### config.mk
export PLATFORM = sky130hd
export DESIGN_NAME = icb_arb2
export DESIGN_NICKNAME = d
export VERILOG_FILES = /design/src/rtl/icb_arb2_pkg.sv /design/src/rtl/icb_arb_idfifo.sv /design/src/rtl/icb_arb2.sv
export SDC_FILE = /design/constraint.sdc
export NUM_CORES = 1
export LEC_CHECK = 0
export CAP_MARGIN = 40
export CORE_AREA = 8 8 197 199
export DETAILED_ROUTE_END_ITERATION = 7
export DIE_AREA = 0 0 205 207
export PLACE_DENSITY_LB_ADDON = 0.15
export SYNTH_ARGS = -nofsm -noshare
export SYNTH_HDL_FRONTEND = slang
export SYNTH_SLANG_ARGS = --single-unit
### constraint.sdc
create_clock -name clk -period 3.6 [get_ports clk]
set_input_delay 0.54 -clock clk [delete_from_list [all_inputs] [get_ports clk]]
set_output_delay 0.54 -clock clk [all_outputs]
set_load 0.01 [all_outputs]
### src/rtl/icb_arb2_pkg.sv
// Shared ICB width defaults and master-select helpers used by the two-master arbiter.
package icb_arb2_pkg;

  localparam int ICB_AW = 32;
  localparam int ICB_DW = 64;
  localparam int ICB_MW = ICB_DW / 8;

  typedef enum logic {
    MST_M0 = 1'b0,
    MST_M1 = 1'b1
  } icb_mst_e;

  // Round-robin pick: a lone requester wins; a tie goes to the master not granted last.
  function automatic icb_mst_e rr_pick(input logic v0, input logic v1, input icb_mst_e last);
    icb_mst_e pick;
    pick = MST_M0;
    if (v0 && v1)  pick = (last == MST_M1) ? MST_M0 : MST_M1;
    else if (v1)   pick = MST_M1;
    return pick;
  endfunction

endpackage

### src/rtl/icb_arb_idfifo.sv
// 1-bit source-ID FIFO tracking outstanding ICB commands in issue order.
module icb_arb_idfifo
  import icb_arb2_pkg::*;
#(
  parameter int DEPTH = 4
) (
  input  logic clk,
  input  logic rst,
  input  logic push_i,
  input  logic push_id_i,
  input  logic pop_i,
  output logic head_o,
  output logic full_o,
  output logic empty_o
);

  localparam int PW = $clog2(DEPTH);

  logic [DEPTH-1:0] mem_q;
  logic [PW:0]      wptr_q, wptr_d;
  logic [PW:0]      rptr_q, rptr_d;
  logic             push_en, pop_en;

  assign empty_o = (wptr_q == rptr_q);
  assign full_o  = (wptr_q[PW] != rptr_q[PW]) && (wptr_q[PW-1:0] == rptr_q[PW-1:0]);
  assign head_o  = mem_q[rptr_q[PW-1:0]];

  // No bypass: a full FIFO refuses a push even when a pop lands in the same cycle.
  assign push_en = push_i && !full_o;
  assign pop_en  = pop_i && !empty_o;

  always_comb begin
    wptr_d = wptr_q;
    rptr_d = rptr_q;
    if (push_en) wptr_d = wptr_q + 1'b1;
    if (pop_en)  rptr_d = rptr_q + 1'b1;
  end

  always_ff @(posedge clk or negedge rst) begin
    if (!rst) begin
      mem_q  <= '0;
      wptr_q <= '0;
      rptr_q <= '0;
    end else begin
      if (push_en) mem_q[wptr_q[PW-1:0]] <= push_id_i;
      wptr_q <= wptr_d;
      rptr_q <= rptr_d;
    end
  end

endmodule

### src/rtl/icb_arb2.sv
// Two-master ICB arbiter: round-robin grant with lock, combinational command/response muxes.
module icb_arb2
  import icb_arb2_pkg::*;
#(
  parameter int AW         = ICB_AW,
  parameter int DW         = ICB_DW,
  parameter int MW         = ICB_MW,
  parameter int OUTS_DEPTH = 4
) (
  input  logic          clk,
  input  logic          rst,

  input  logic          m0_icb_cmd_valid,
  output logic          m0_icb_cmd_ready,
  input  logic          m0_icb_cmd_read,
  input  logic [AW-1:0] m0_icb_cmd_addr,
  input  logic [DW-1:0] m0_icb_cmd_wdata,
  input  logic [MW-1:0] m0_icb_cmd_wmask,
  output logic          m0_icb_rsp_valid,
  input  logic          m0_icb_rsp_ready,
  output logic          m0_icb_rsp_err,
  output logic [DW-1:0] m0_icb_rsp_rdata,

  input  logic          m1_icb_cmd_valid,
  output logic          m1_icb_cmd_ready,
  input  logic          m1_icb_cmd_read,
  input  logic [AW-1:0] m1_icb_cmd_addr,
  input  logic [DW-1:0] m1_icb_cmd_wdata,
  input  logic [MW-1:0] m1_icb_cmd_wmask,
  output logic          m1_icb_rsp_valid,
  input  logic          m1_icb_rsp_ready,
  output logic          m1_icb_rsp_err,
  output logic [DW-1:0] m1_icb_rsp_rdata,

  output logic          o_icb_cmd_valid,
  input  logic          o_icb_cmd_ready,
  output logic          o_icb_cmd_read,
  output logic [AW-1:0] o_icb_cmd_addr,
  output logic [DW-1:0] o_icb_cmd_wdata,
  output logic [MW-1:0] o_icb_cmd_wmask,
  input  logic          o_icb_rsp_valid,
  output logic          o_icb_rsp_ready,
  input  logic          o_icb_rsp_err,
  input  logic [DW-1:0] o_icb_rsp_rdata
);

  icb_mst_e last_q, last_d;
  icb_mst_e lgnt_q, lgnt_d;
  logic     lock_q, lock_d;
  icb_mst_e gnt;
  logic     gvld, cmd_hs, rsp_hs;
  logic     fifo_full, fifo_empty, fifo_head;
  icb_mst_e head;

  always_comb begin
    gnt = rr_pick(m0_icb_cmd_valid, m1_icb_cmd_valid, last_q);
    if (lock_q) gnt = lgnt_q;
  end

  assign gvld = (gnt == MST_M1) ? m1_icb_cmd_valid : m0_icb_cmd_valid;

  // Outputs are forced idle while reset is held so nothing leaks to either side.
  assign o_icb_cmd_valid  = rst && gvld && !fifo_full;
  assign m0_icb_cmd_ready = rst && !fifo_full && o_icb_cmd_ready && (gnt == MST_M0);
  assign m1_icb_cmd_ready = rst && !fifo_full && o_icb_cmd_ready && (gnt == MST_M1);

  assign o_icb_cmd_read  = (gnt == MST_M1) ? m1_icb_cmd_read  : m0_icb_cmd_read;
  assign o_icb_cmd_addr  = (gnt == MST_M1) ? m1_icb_cmd_addr  : m0_icb_cmd_addr;
  assign o_icb_cmd_wdata = (gnt == MST_M1) ? m1_icb_cmd_wdata : m0_icb_cmd_wdata;
  assign o_icb_cmd_wmask = (gnt == MST_M1) ? m1_icb_cmd_wmask : m0_icb_cmd_wmask;

  assign cmd_hs = o_icb_cmd_valid && o_icb_cmd_ready;

  // Lock tracks "command offered but not taken"; a handshake releases it.
  always_comb begin
    last_d = last_q;
    lgnt_d = gnt;
    lock_d = o_icb_cmd_valid && !o_icb_cmd_ready;
    if (cmd_hs) last_d = gnt;
  end

  always_ff @(posedge clk or negedge rst) begin
    if (!rst) begin
      last_q <= MST_M1;
      lgnt_q <= MST_M0;
      lock_q <= 1'b0;
    end else begin
      last_q <= last_d;
      lgnt_q <= lgnt_d;
      lock_q <= lock_d;
    end
  end

  assign head = icb_mst_e'(fifo_head);

  assign o_icb_rsp_ready  = rst && !fifo_empty &&
                            ((head == MST_M1) ? m1_icb_rsp_ready : m0_icb_rsp_ready);
  assign m0_icb_rsp_valid = rst && !fifo_empty && o_icb_rsp_valid && (head == MST_M0);
  assign m1_icb_rsp_valid = rst && !fifo_empty && o_icb_rsp_valid && (head == MST_M1);
  assign m0_icb_rsp_err   = (head == MST_M0) && o_icb_rsp_err;
  assign m1_icb_rsp_err   = (head == MST_M1) && o_icb_rsp_err;
  assign m0_icb_rsp_rdata = (head == MST_M0) ? o_icb_rsp_rdata : '0;
  assign m1_icb_rsp_rdata = (head == MST_M1) ? o_icb_rsp_rdata : '0;

  assign rsp_hs = o_icb_rsp_valid && o_icb_rsp_ready;

  icb_arb_idfifo #(.DEPTH(OUTS_DEPTH)) u_idfifo (
    .clk       (clk),
    .rst       (rst),
    .push_i    (cmd_hs),
    .push_id_i (gnt),
    .pop_i     (rsp_hs),
    .head_o    (fifo_head),
    .full_o    (fifo_full),
    .empty_o   (fifo_empty)
  );

endmodule

==> results.md <==
* Power, Total at 0.00520 W
* Per-cell routed wire length at between 15 and 20 µm
* Internal at about 0.0029 W
* # diodes at 0
* Initial antenna violation count at 2
* Antenna viol nets, final at 0
* Arr. time, crit path at 2710 ps
* Reg power frac at 5.6%
* I/O Buffers at about 520
* CTS root buf: clkbuf_16
* DRC viols at 0
* Cell variety after synth at 34
* Final count of hold timing violations at 0
* Vias in the first global route at 5530
* Cell count after synthesis at 559
* Setup WS pre-CTS at 392 ps
* First-pass GRT wire length at 36200 µm
* Layout cell share with drive strength beyond 1 at about 2.4%
* Post-layout min period at 3250 ps
* Pin count of the biggest net entering global routing at 104
* FP Rows at 70
* Postcts setup bufs at 0
* First DRT Iteration DRCs at 184
* Dominant cell type by area after synthesis: nand2_1
* DIE WIDTH at 205 µm
* Hold Slack at 460 ps
* Clock share of power at 4.2%
* Post-synth ARST share at 100%
* Clk_lat worst skew at about 250 ps
* CTS Hold Buffers Added at 0
* Slew margin rel. at 56.5%
* Post-route cell area at between 8000 and 9000 µm²
* CTS Buf Count at 3
* Max-slew violation count at 0
* Core ar. at 35900 µm²
* RR Startpoint: u_idfifo.rptr_q[0]
* Commonest cells in the netlist: nand2_1, nor2b_1, and2_1, clkbuf_1
* Crit path required time at 3060 ps
* Total wire length at 25100 µm
* Vias/cell at 3.45
* Clock transition at the registers of the reported paths at 50 ps
* CP max FO at 103
* Skew final at 2.85 ps
* GRT Total Usage at 11.0%
* Hold Path Class: reg -> reg
* Peak supply drop at 0.000460 V
* Routed via count at 5251
* Placed Instance Area at approximately 8700 µm²
* Upper clock frequency limit at 308 MHz
* Synthesized net count at 847
* Layout Nets at 1343
* PD cells at 590 nW/µm²
* Die area at 42400 µm²
* CTS Buffer Depth at 2
* Setup crit end kind: primary output
* Sw Share at around 44%
* P_leak at 3.72 nW
* Ports at 524
* Crit Path Category: reg -> out
* Most numerous cell in the Yosys netlist: nand2_1
* Mapped Area at 2960 µm²
* TritonCTS clock tree: yes
* RSZ-0062 raised after global routing: no
* Sink Count at 13
* Drt first pass iters at 4
* Sequential-to-total area share from yosys stat at 11.0%
* Status: finished, final reports clean
* Max-cap viol count at 0
* Worst Setup Start Kind: register
* RD Place Congestion at 0.740
* TNS Setup at 0 ps
* FF+latch count, synth at 13
* Fill cell count at 3976
* Largest cells by area after synthesis: nand2_1, nor2b_1, and2_1
* Dpl hpwl at 21500 µm
* Final WS setup at between 300 and 400 ps
* Worst-Margin Slew at ~650 ps
* H-tree level count at 1
* Post-synth EDFFs at 0
* Final setup vio count at 0
* Total congestion overflow at 0
* Worst Min Path Start: last_q
* Post-Syn Area per Cell at ~5.3 µm²
* Top_reg_cell synth: dfrtp_1
* Combinational power share at approximately nine tenths
* Final worst-path cycle share at 90.3%
* CP Launch Point: u_idfifo.rptr_q[0]
* Height of the chip at 207 µm
* Synth top area share at 40.3%
* Net Switching at 0.00228 W
* Synthesis-to-layout area growth at 197%
* Ys Warns at 0
* Post_cts resized at 0
* Initial Util at 8.25%
-- cell families after synthesis --
group | Yosys count | synth area share (%)
mux | 9 | 3.80
xor+xnor | 8 | 2.36
compound gates | 9 | 2.32
simple gates | 466 | 71.3
buf+inv | 49 | 7.13
flops | 13 | 11.0
fa+ha+maj | 5 | 2.11
-- power groups by stage --
| stage | clock [W] | combinational, W | sequential [W] |
|---|---|---|---|
| after CTS | 0.000226 | 0.00481 | 0.000293 |
| after floorplan | 0 | 0.00200 | 0.000263 |
| final | 0.000217 | 0.00469 | 0.000293 |
| after global placement | 0 | 0.00487 | 0.000294 |
| after detailed placement | 0 | 0.00478 | 0.000292 |
| after global routing | 0.000235 | 0.00514 | 0.000307 |
-- sequential cells by signal (all words and copies together), names as in the netlist --
signal	count
lgnt_q	1
u_idfifo.mem_q	4
u_idfifo.rptr_q	3
u_idfifo.wptr_q	3
last_q	1
lock_q	1
-- worst max-delay path: stages, from the launching register on --
cell,delay (ps)
dfrtp_1,470
mux4_4,890
buf_12,280
nor2b_1,170
clkdlybuf4s50_1,580
-- cell type report --
class / count / area, µm² / share of cell area [%]
Multi-Input combinational cell: 497 / 2430 / 27.6
Timing Repair Buffer: 530 / 5350 / 60.7
Tap cell: 468 / 586 / 6.64
Sequential cell: 13 / 327 / 3.71
Clock buffer: 4 / 78.8 / 0.894
Inverter: 10 / 38.8 / 0.440
-- routing by layer --
layer  vias to the layer above  part of all wire [%]  track usage (%)
met3                        13                    13             5.65
met5                         -                 0.052                0
li1                       2677                     -                -
met1                      2234                    36             11.1
met2                       325                    50             20.6
met4                         2                  0.55            0.888
-- metrics by stage --
stage	instances	util, %
5_1_grt	1522	24.5
3_3_place_gp	1518	24.3
3_5_place_dp	1518	24.3
4_1_cts	1522	24.5
6_report	1522	24.5
2_1_floorplan	559	-
-- layout by cell type, fill, tap and decap left out, drive strengths merged --
cell type      count
a21bo              1
a21boi             1
a22oi              1
a31o               2
and2              65
and4               1
buf                7
clkbuf             4
clkdlybuf4s50    523
clkinv             1
dfrtp             12
dfstp              1
ha                 5
inv                9
mux2               5
mux2i              3
mux4               1
nand2            318
nand3              2
nor2               5
nor2b             66
nor3               7
nor3b              1
o211ai             1
o21ai              2
o2bb2ai            1
or3b               1
xnor2              4
xor2               4
-- final timing paths --
check	endpoint	slack [ps]	cells past startpoint
worst max-delay path	m0_icb_rsp_err	350	4
worst min-delay path	last_q	460	2
worst max register to register	u_idfifo.rptr_q[2]	1490	4
worst min register to register	last_q	460	2
max in group asynchronous	last_q	2690	2
min in group asynchronous	u_idfifo.wptr_q[2]	650	2
Note: power is estimated with default switching activity, not from simulation.
